$ cat src/rtl/tmax_stage_buffer_if.sv
// Handshake and beat bus for tmax_stage_buffer: upstream value stream in,
// replayed group beats with group maximum out.
interface tmax_stage_buffer_if;
    logic        valid_in;
    logic [15:0] data_in;
    logic        last_in;
    logic        in_ready;
    logic        valid_out;
    logic [15:0] data_out;
    logic [15:0] Chidx_out;
    logic [15:0] Tmax;
    logic        last_out;

    modport master (
        output valid_in, data_in, last_in,
        input  in_ready, valid_out, data_out, Chidx_out, Tmax, last_out
    );

    modport slave (
        input  valid_in, data_in, last_in,
        output in_ready, valid_out, data_out, Chidx_out, Tmax, last_out
    );
endinterface

$ cat src/rtl/tmax_stage_buffer.sv
// Buffers one group of FP16 values, tracks the group maximum, then replays the group
// with its maximum attached. Define TMAX_ABS_EN to compare magnitudes instead of raw bits.
module tmax_stage_buffer #(
    parameter int DEPTH = 64
) (
    input logic           clk,
    input logic           rstn,
    tmax_stage_buffer_if.slave bus
);
    localparam int AW = $clog2(DEPTH);
    localparam int CW = AW + 1;
    localparam logic [CW-1:0] DEPTH_M1 = CW'(DEPTH - 1);

    typedef enum logic [1:0] {IDLE, FILL, DRAIN} state_t;

    state_t        state, state_nx;
    logic [15:0]   buffer [DEPTH];
    logic [CW-1:0] count;
    logic [CW-1:0] rd_ptr;
    logic [15:0]   run_max;
    logic [15:0]   cmp_val;
    logic [AW-1:0] wr_idx;
    logic          in_ready_c;
    logic          accept;
    logic          tmax_loaded;
    logic          valid_q;
    logic          last_q;
    logic [15:0]   data_q;
    logic [15:0]   chidx_q;
    logic [15:0]   tmax_q;

`ifdef TMAX_ABS_EN
    assign cmp_val = {1'b0, bus.data_in[14:0]};
`else
    assign cmp_val = bus.data_in;
`endif

    assign accept = bus.valid_in && in_ready_c;
    assign wr_idx = (state == IDLE) ? '0 : count[AW-1:0];

    always_ff @(posedge clk or negedge rstn) begin
        if (!rstn) begin
            state <= IDLE;
        end else begin
            state <= state_nx;
        end
    end

    // A group closes on last_in or when the buffer fills; drain ends once the last beat has been shown.
    always_comb begin
        state_nx = state;
        case (state)
            IDLE:    if (accept) state_nx = bus.last_in ? DRAIN : FILL;
            FILL:    if (accept && (bus.last_in || count == DEPTH_M1)) state_nx = DRAIN;
            DRAIN:   if (last_q) state_nx = IDLE;
            default: state_nx = IDLE;
        endcase
    end

    always_comb begin
        in_ready_c = (state != DRAIN);
    end

    always_ff @(posedge clk or negedge rstn) begin
        if (!rstn) begin
            count   <= '0;
            run_max <= '0;
        end else if (accept) begin
            if (state == IDLE) begin
                count   <= CW'(1);
                run_max <= cmp_val;
            end else begin
                count <= count + 1'b1;
                if (cmp_val > run_max) run_max <= cmp_val;
            end
        end
    end

    always_ff @(posedge clk) begin
        if (accept) buffer[wr_idx] <= bus.data_in;
    end

    // First DRAIN cycle freezes Tmax; beats follow back to back until the last one has been presented.
    always_ff @(posedge clk or negedge rstn) begin
        if (!rstn) begin
            tmax_loaded <= 1'b0;
            rd_ptr      <= '0;
            valid_q     <= 1'b0;
            last_q      <= 1'b0;
            data_q      <= '0;
            chidx_q     <= '0;
            tmax_q      <= '0;
        end else begin
            valid_q <= 1'b0;
            last_q  <= 1'b0;
            if (state == DRAIN) begin
                if (!tmax_loaded) begin
                    tmax_q      <= run_max;
                    tmax_loaded <= 1'b1;
                    rd_ptr      <= '0;
                end else if (!last_q) begin
                    valid_q <= 1'b1;
                    data_q  <= buffer[rd_ptr[AW-1:0]];
                    chidx_q <= 16'(rd_ptr);
                    last_q  <= (rd_ptr == count - 1'b1);
                    rd_ptr  <= rd_ptr + 1'b1;
                end else begin
                    tmax_loaded <= 1'b0;
                end
            end else begin
                tmax_loaded <= 1'b0;
            end
        end
    end

    assign bus.in_ready  = in_ready_c;
    assign bus.valid_out = valid_q;
    assign bus.last_out  = last_q;
    assign bus.data_out  = data_q;
    assign bus.Chidx_out = chidx_q;
    assign bus.Tmax      = tmax_q;
endmodule

$ cat src/flat_wrapper.sv
// flat-port wrapper written by rule: the top's interface ports become plain ports
module tmax_stage_buffer_flat 
#(
    parameter int DEPTH = 64
)
  (clk, rstn, bus_valid_in, bus_data_in, bus_last_in, bus_in_ready, bus_valid_out, bus_data_out, bus_Chidx_out, bus_Tmax, bus_last_out);
  tmax_stage_buffer_if bus_i ();
  input logic clk;
  input logic rstn;
  input wire logic [$bits(bus_i.valid_in)-1:0] bus_valid_in;
  input wire logic [$bits(bus_i.data_in)-1:0] bus_data_in;
  input wire logic [$bits(bus_i.last_in)-1:0] bus_last_in;
  output wire logic [$bits(bus_i.in_ready)-1:0] bus_in_ready;
  output wire logic [$bits(bus_i.valid_out)-1:0] bus_valid_out;
  output wire logic [$bits(bus_i.data_out)-1:0] bus_data_out;
  output wire logic [$bits(bus_i.Chidx_out)-1:0] bus_Chidx_out;
  output wire logic [$bits(bus_i.Tmax)-1:0] bus_Tmax;
  output wire logic [$bits(bus_i.last_out)-1:0] bus_last_out;
  assign bus_i.valid_in = bus_valid_in;
  assign bus_i.data_in = bus_data_in;
  assign bus_i.last_in = bus_last_in;
  assign bus_in_ready = bus_i.in_ready;
  assign bus_valid_out = bus_i.valid_out;
  assign bus_data_out = bus_i.data_out;
  assign bus_Chidx_out = bus_i.Chidx_out;
  assign bus_Tmax = bus_i.Tmax;
  assign bus_last_out = bus_i.last_out;
  tmax_stage_buffer #(.DEPTH(DEPTH)) u_core (.clk(clk), .rstn(rstn), .bus(bus_i));
endmodule
$ cat config.mk
export PLATFORM = sky130hd
export DESIGN_NAME = tmax_stage_buffer_flat
export DESIGN_NICKNAME = d
export VERILOG_FILES = /design/src/rtl/tmax_stage_buffer_if.sv /design/src/rtl/tmax_stage_buffer.sv /design/src/flat_wrapper.sv
export SDC_FILE = /design/constraint.sdc
export NUM_CORES = 1
export LEC_CHECK = 0
export CORE_UTILIZATION = 56
export DETAILED_ROUTE_END_ITERATION = 7
export GPL_TIMING_DRIVEN = 0
export MAX_ROUTING_LAYER = met4
export PLACE_DENSITY = 0.83
export SLEW_MARGIN = 20
export SYNTH_ARGS = -nofsm -noshare
export SYNTH_HDL_FRONTEND = slang
export SYNTH_SLANG_ARGS = --single-unit
$ cat constraint.sdc
create_clock -name clk -period 2.7 [get_ports clk]
set_input_delay 0.675 -clock clk [delete_from_list [all_inputs] [get_ports clk]]
set_output_delay 0.675 -clock clk [all_outputs]
set_load 0.02 [all_outputs]
==> metrics.txt, run 1 <==
outcome complete, but fails checks; failing checks design-rule violations, negative setup slack; first-pass GRT wire length 181,000 microns; commonest non-fill, non-tap cell in the layout edfxtp_1; filler instances 4,374; Max-cap violations 0; Worst-Skew Late Latency 0.69 ns; largest net degree at the start of global routing 68; Worst-path clk slew 0.08 ns; Detailed Place HPWL 74,900 microns; endpoints failing setup 158; hold_sp bus_data_in[15]; DP Worst Slack -1.46 ns; Wirelength per Cell 37.2 microns; dpl cells 3,380; worst hold endpoint u_core.buffer[4][15]$_DFFE_PP_; Die Span Y 281 microns; WS Path Type reg2reg; pwr dens 938 nW/um^2; most frequent cells in the layout edfxtp_1, mux4_2, clkbuf_16; CTS Sinks 1,098; FFs w/ async S/R, synth 0.0674; Post-synth EDFFs 1,024; DRT Wirelength 135,000 microns; ANT nets after route 0; via count 26,700; CP Max Fanout 11; Area after DPL 46,600 sq um; Starting Density 0.569; post-synth cell types 52; initial DRC count 5,031; relative slew slack 0.0368; clock buffer depth 3; Fmax achieved 0.286 GHz; First-pass DRT Iterations 8; final setup skew 0.0341 ns; dominant synthesized flop cell edfxtp_1; Mapped Area 43,400 sq um; Critical Path Sink Type register; final instance area 52,000 sq um; reg2reg start u_core.rd_ptr[2]$_DFFE_PN0P_; Combinational Power Share 0.283; WHS Path Cells 1; Die X 281 microns; max incr delay on CP 0.60 ns; full die area 78,700 sq um; area grow syn2layout 19.7%; I/O Pins 71; Final Slew Violations 0; Switching Fraction 0.306; crit start category register; Final Hold Viols 0; TritonCTS Buffers 99; worst vdd ir 0.666 mV; Tcrit/Tclk final 1.30; GR Util All Layers 0.339; CP Cell Sequence inv_2 -> clkbuf_4 -> nor2_1 -> clkbuf_1 -> a21oi_1 -> nand4_1 -> o32a_1; GR Overflow Total 0; Tmin final 3.50 ns; Final GP Congestion 0.974; final std cells w/o fill 3,646; IO Port Bufs 60; crit path max-delay cell type nand4_1; Seq/Total Area, Yosys 0.750; RR Endpoint u_core.bus.data_out[14]$_DFFE_PN0P_; Root Driver clkbuf_16; Avg Cell Area, Syn 19.7 sq um; synth warn 0; Worst R2R Setup Slack -0.80 ns; switching power of the nets 14.9 mW; CTS tree built; antenna violations before repair 6; share of layout cells above drive strength 1 0.315; vias in the first global route 25,400; Finished Core Util 0.681; nets@finish 2,562; part of the power in registers 0.404; drt via density 7.32; Core Footprint 76,300 sq um; Arrival @ worst endpoint 4.07 ns; Syn Inst Count 2,210; Power Internal 33.8 mW; unrepaired setup endpoints after global routing true; Rows 101; Seq cells post-synth 1,098; worst reg2reg path depth 7; H-Tree Depth 3; HP Class in2reg; DRC 2; CP Data Required Time 3.27 ns; clock share of power 0.313; setup ws final -0.801 ns; pin slew with the least headroom to its limit 1.44 ns; Leak Pwr 16.7 nW
## synth_stat cells (6+ instances only)
cell type / instances / share of area
o21ai_1: 8 / 0.00092
mux2_2: 22 / 0.0057
ha_1: 19 / 0.0055
nor3_1: 21 / 0.0024
a22o_1: 12 / 0.0024
xor2_1: 9 / 0.0018
nor2b_1: 20 / 0.0029
edfxtp_1: 1024 / 0.71
nand2_1: 71 / 0.0061
o32a_1: 11 / 0.0025
o2111ai_1: 16 / 0.0032
buf_2: 22 / 0.0025
o22ai_1: 14 / 0.0020
a211oi_1: 38 / 0.0066
a22oi_1: 16 / 0.0028
clkbuf_1: 84 / 0.0073
mux2_1: 26 / 0.0067
nor3b_1: 20 / 0.0035
nor4_1: 6 / 0.00086
a311oi_1: 15 / 0.0030
mux2i_1: 39 / 0.0090
nand2b_1: 12 / 0.0017
inv_1: 19 / 0.0016
dfrtp_1: 74 / 0.043
nand3_1: 25 / 0.0029
and2_1: 16 / 0.0023
o21ai_0: 24 / 0.0028
nor2_1: 109 / 0.0094
mux4_2: 241 / 0.12
nand4_1: 45 / 0.0065
a21oi_1: 57 / 0.0066
buf_4: 19 / 0.0033
buf_6: 8 / 0.0021
## metal layers
metal | global-route usage | part of all wire | routed length (microns)
met1 | 0.426 | 0.32 | 42900
met3 | 0.0978 | 0.15 | 19800
met5 | - | 0 | 0
met2 | 0.504 | 0.46 | 62000
met4 | 0.180 | 0.080 | 10800
## metrics by stage
| step | TNS [ns] | hold WS [ns] | power (mW) |
|---|---|---|---|
| after floorplan | -20.69 | 0.379 | 26.9 |
| after global placement | -1686.09 | 0.478 | 30.6 |
| after detailed placement | -229.30 | 0.483 | 30.9 |
| after CTS | -16.03 | 0.393 | 47.1 |
| after global routing | -13.74 | 0.401 | 49.6 |
| final | -17.99 | 0.420 | 48.8 |
## worst max-delay path, delay by kind of cell (launching register included)
family          cells  cell delay [ns]
flops               1             0.51
buf+inv             3             1.23
compound gates      2             0.89
simple gates        2             0.74
## registers in the layout (all words and copies together) (netlist names)
register and count:
u_core.bus.Tmax 16, u_core.buffer 1024, u_core.tmax_loaded 1, u_core.rd_ptr 7
u_core.count 7, u_core.bus.last_out 1, u_core.bus.valid_out 1, u_core.run_max 16
u_core.bus.Chidx_out 7, u_core.state 2, u_core.bus.data_out 16
## area by class of cell
cell class                 instances  area (sq um)  area share
antenna                            9          22.5    0.000433
buffer                           133          1130      0.0218
clock buffer                     129          2690      0.0518
clock inverter                    56           753      0.0145
inverter                          22          82.6     0.00159
multi-input combinational        960         10900       0.210
sequential                      1098         32600       0.627
tap                             1030          1290      0.0248
timing repair buffer             209          2500      0.0481
## cells by family after synthesis
group / synth area share
flops: 0.750
fa+ha+maj: 0.00547
simple gates: 0.0415
buf+inv: 0.0175
mux: 0.146
xor+xnor: 0.00282
other cells: 0.0000863
compound gates: 0.0357
## worst max path at each step
stage / startpoint / to / slack [ns] / depth (start not counted)
after global routing: u_core.rd_ptr[2]$_DFFE_PN0P_ / u_core.bus.data_out[14]$_DFFE_PN0P_ / -0.77 / 7
after global placement: bus_data_in[15] / u_core.run_max[12]$_DFFE_PN0P_ / -2.94 / 7
after floorplan: bus_valid_in / u_core.buffer[24][0]$_DFFE_PP_ / -0.19 / 6
after CTS: u_core.rd_ptr[0]$_DFFE_PN0P_ / u_core.bus.data_out[14]$_DFFE_PN0P_ / -0.24 / 9
after detailed placement: u_core.rd_ptr[1]$_DFFE_PN0P_ / u_core.bus.data_out[11]$_DFFE_PN0P_ / -1.46 / 8
final: u_core.rd_ptr[2]$_DFFE_PN0P_ / u_core.bus.data_out[14]$_DFFE_PN0P_ / -0.80 / 7
## power groups by stage
stage	registers, mW	clock network (mW)	logic (mW)
floorplan	20.2	0	6.73
global placement	20.0	0	10.6
detailed placement	20.0	0	11.0
CTS	19.7	15.0	12.4
global route	19.7	15.7	14.1
finish	19.7	15.2	13.8
## timing repair
| item | CTS | global route |
|---|---|---|
| cloned | 2 | 1 |
| pin swaps | 40 | 42 |
| hold buffers | 1 | 0 |
| setup buffers | 31 | 42 |
| endpoints found under the hold margin | 33 | 0 |
| resized for setup | 225 | 103 |
| endpoints found under the setup margin | 278 | 690 |
(Power assumes the default switching activity.)
==> inputs of run 2 (changes only) <==
--- a/config.mk
+++ b/config.mk
@@ -5,11 +5,12 @@
 export SDC_FILE = /design/constraint.sdc
 export NUM_CORES = 1
 export LEC_CHECK = 0
-export CORE_UTILIZATION = 56
+export CORE_UTILIZATION = 57
 export DETAILED_ROUTE_END_ITERATION = 7
+export DONT_BUFFER_PORTS = 1
 export GPL_TIMING_DRIVEN = 0
 export MAX_ROUTING_LAYER = met4
-export PLACE_DENSITY = 0.83
+export PLACE_DENSITY = 0.75
 export SLEW_MARGIN = 20
 export SYNTH_ARGS = -nofsm -noshare
 export SYNTH_HDL_FRONTEND = slang
==> run 2 against run 1 <==
The flow finishes with violations (negative setup slack). Sequential power grew 2%. Combinational power down 13%. Sequential share of layout area grew 1.4 points. Clock-buffer cell count is 15 higher. Routed wire length decreased by 11%. Die area fell by 1.7%. Critical endpoint is now u_core.bus.data_out[2]$_DFFE_PN0P_. Largest cell class unchanged. Largest power group unchanged. Highest routed layer unchanged.
==> metrics.txt, run 2 (synthesis gave the netlist of run 1 again) <==
antenna violations before repair 8 (+2); drt via density 7.02 (-4.1%); Die Span Y 278 microns (-0.88%); GR Util All Layers 0.321 (-0.0178); via count 24,700 (-7.4%); RR Endpoint u_core.bus.data_out[2]$_DFFE_PN0P_; Wirelength per Cell 34.3 microns (-7.6%); Final Hold Viols 0 (unchanged); CP most frequent cell buf_16; TritonCTS Buffers 103 (+4.0%); unrepaired setup endpoints after global routing true; Final Slew Violations 0 (unchanged); Metal-1 WL 43,400 microns (+1.2%); met2 WL 55,600 microns (-10%); nets@finish 2,497 (-2.5%); Fin Setup TNS -19.70 ns (-1.71 ns); failing checks negative setup slack; Tmin final 3.06 ns (-0.439 ns); pin slew with the least headroom to its limit 1.06 ns (-0.371 ns); H-Tree Depth 3 (unchanged); IO Port Bufs 0 (-100%); Starting Density 0.580 (+0.0105); CP Data Required Time 3.27 ns (about the same); first-pass GRT wire length 170,000 microns (-5.7%); Arrival @ worst endpoint 3.63 ns (-0.44 ns); DRC 0 (-2); crit-path leading delay family compound AO/OA/AOI/OAI gates; Root Driver clkbuf_16; commonest non-fill, non-tap cell in the layout edfxtp_1; max incr delay on CP 0.56 ns (-0.04 ns); clock buffer depth 3 (unchanged); Detailed Place HPWL 74,100 microns (-1.1%); setup ws final -0.362 ns (+0.439 ns); HP Class in2reg; ANT nets after route 0 (unchanged); worst vdd ir 0.659 mV (-0.96%); largest register by flop count u_core.buffer; metal3 WL 15,700 microns (-20%); Worst-path clk slew 0.07 ns (about the same); DRT Wirelength 121,000 microns (-11%); Max-cap violations 0 (unchanged); worst hold endpoint u_core.buffer[20][6]$_DFFE_PP_; crit path max-delay cell type mux4_2; CTS tree built; full die area 77,300 sq um (-1.7%); worst path bufs/invs 4 (+1); total power 46.5 mW (-4.6%); max FFs per register 1,024 (unchanged); Worst-Skew Late Latency 0.69 ns (about the same); hold_sp bus_data_in[6]; final setup skew 0.0495 ns (+0.0155 ns); Fmax achieved 0.327 GHz (+14%); CP Max Fanout 6 (-5); Fin Hold WS 0.0823 ns (-0.338 ns); WS Path Type reg2reg; Rows 100 (-0.99%); Tcrit/Tclk final 1.13 (-0.163); most frequent cells in the layout edfxtp_1, mux4_2, clkbuf_16; endpoints failing setup 219 (+39%); CTS Sinks 1,098 (unchanged); crit start category register; WHS Path Cells 0 (-1); reg2reg start u_core.rd_ptr[0]$_DFFE_PN0P_; CP Cell Sequence buf_8 -> buf_12 -> buf_16 -> buf_16 -> mux4_2 -> a22o_1 -> a21oi_2 -> nand4_1 -> o32a_1; top sig layer met4; worst reg2reg path depth 9 (+2); initial DRC count 3,743 (-26%); Leak Pwr 16.3 nW (-2.5%); Die X 278 microns (-0.88%); outcome complete, but fails checks; area grow syn2layout 17.1%; Critical Path Sink Type register; vias in the first global route 24,100 (-5.3%); pwr dens 915 nW/um^2 (-2.5%); I/O Pins 71 (unchanged); largest net degree at the start of global routing 75 (+10%); share of layout cells above drive strength 1 0.306 (-0.00884); relative slew slack 0.290 (+0.253); Worst R2R Setup Slack -0.36 ns (+0.44 ns); First-pass DRT Iterations 8 (unchanged); GR Overflow Total 0 (unchanged); Finished Core Util 0.679 (-0.00242); Final GP Congestion 0.950 (-2.4%); Core Footprint 74,900 sq um (-1.8%)
run 2: cell types whose count changed in the layout (fill, tap and decap cells not counted), sizes merged, moves of 10 or more:
cell	previous run	this run
clkbuf	213	223
clkdlybuf4s50	42	0
bufinv	17	6
buf	213	193
run 2: worst max-delay path by stage:
| stage | slack [ns] | depth (start not counted) | endpoint | startpoint |
|---|---|---|---|---|
| final | -0.36 | 9 | u_core.bus.data_out[2]$_DFFE_PN0P_ | u_core.rd_ptr[0]$_DFFE_PN0P_ |
| after global routing | -0.29 | 5 | u_core.buffer[46][15]$_DFFE_PP_ | u_core.count[3]$_DFFE_PN0P_ |
| after CTS | -0.17 | 9 | u_core.bus.data_out[2]$_DFFE_PN0P_ | u_core.rd_ptr[0]$_DFFE_PN0P_ |
| after detailed placement | -1.63 | 8 | u_core.bus.data_out[9]$_DFFE_PN0P_ | u_core.rd_ptr[1]$_DFFE_PN0P_ |
| after global placement | -1.79 | 7 | u_core.buffer[8][15]$_DFFE_PP_ | u_core.state[1]$_DFFE_PN0P_ |
| after floorplan | -0.19 | 6 | u_core.buffer[24][0]$_DFFE_PP_ | bus_valid_in |
run 2: metal layers:
metal | up-vias | GRT usage
li1 | 9609 | -
met1 | 12700 | 0.429
met2 | 2076 | 0.474
met3 | 390 | 0.0845
met4 | 0 | 0.133
met5 | - | -
run 2: repair_timing:
| item | in CTS | in global routing |
|---|---|---|
| gates resized for setup | 213 | 68 |
| endpoints found under the setup margin | 185 | 448 |
| pin swaps | 35 | 21 |
| buffers inserted | 27 | 45 |
| endpoints found under the hold margin | 74 | 0 |
| cloned | 3 | 0 |
| hold buffers | 2 | 0 |
run 2: final cells by class:
class,count,area (sq um)
diodes,6,15.0
clock buffers,144,2880
inverters,22,86.3
clock inverters,48,459
plain buffers,135,1190
fillers,4405,24100
multi-input cells,960,10800
flip-flops and latches,1098,32600
well taps,969,1210
repair buffers,138,1610
run 2: through the flow:
step	std cells	setup WS [ns]	area (sq um)
after floorplan	2218	-0.186	43500
final	3520	-0.362	50900
after global placement	3187	-1.79	44700
after global routing	3520	-0.291	50900
after detailed placement	3248	-1.63	45700
after CTS	3469	-0.174	50200
run 2: where the power goes:
part           internal (mW)  total [mW]  switching, mW
sequential              19.2        20.1          0.912
combinational           5.45        12.0           6.60
clock                   8.07        14.4           6.35
total                   32.7        46.5           13.9
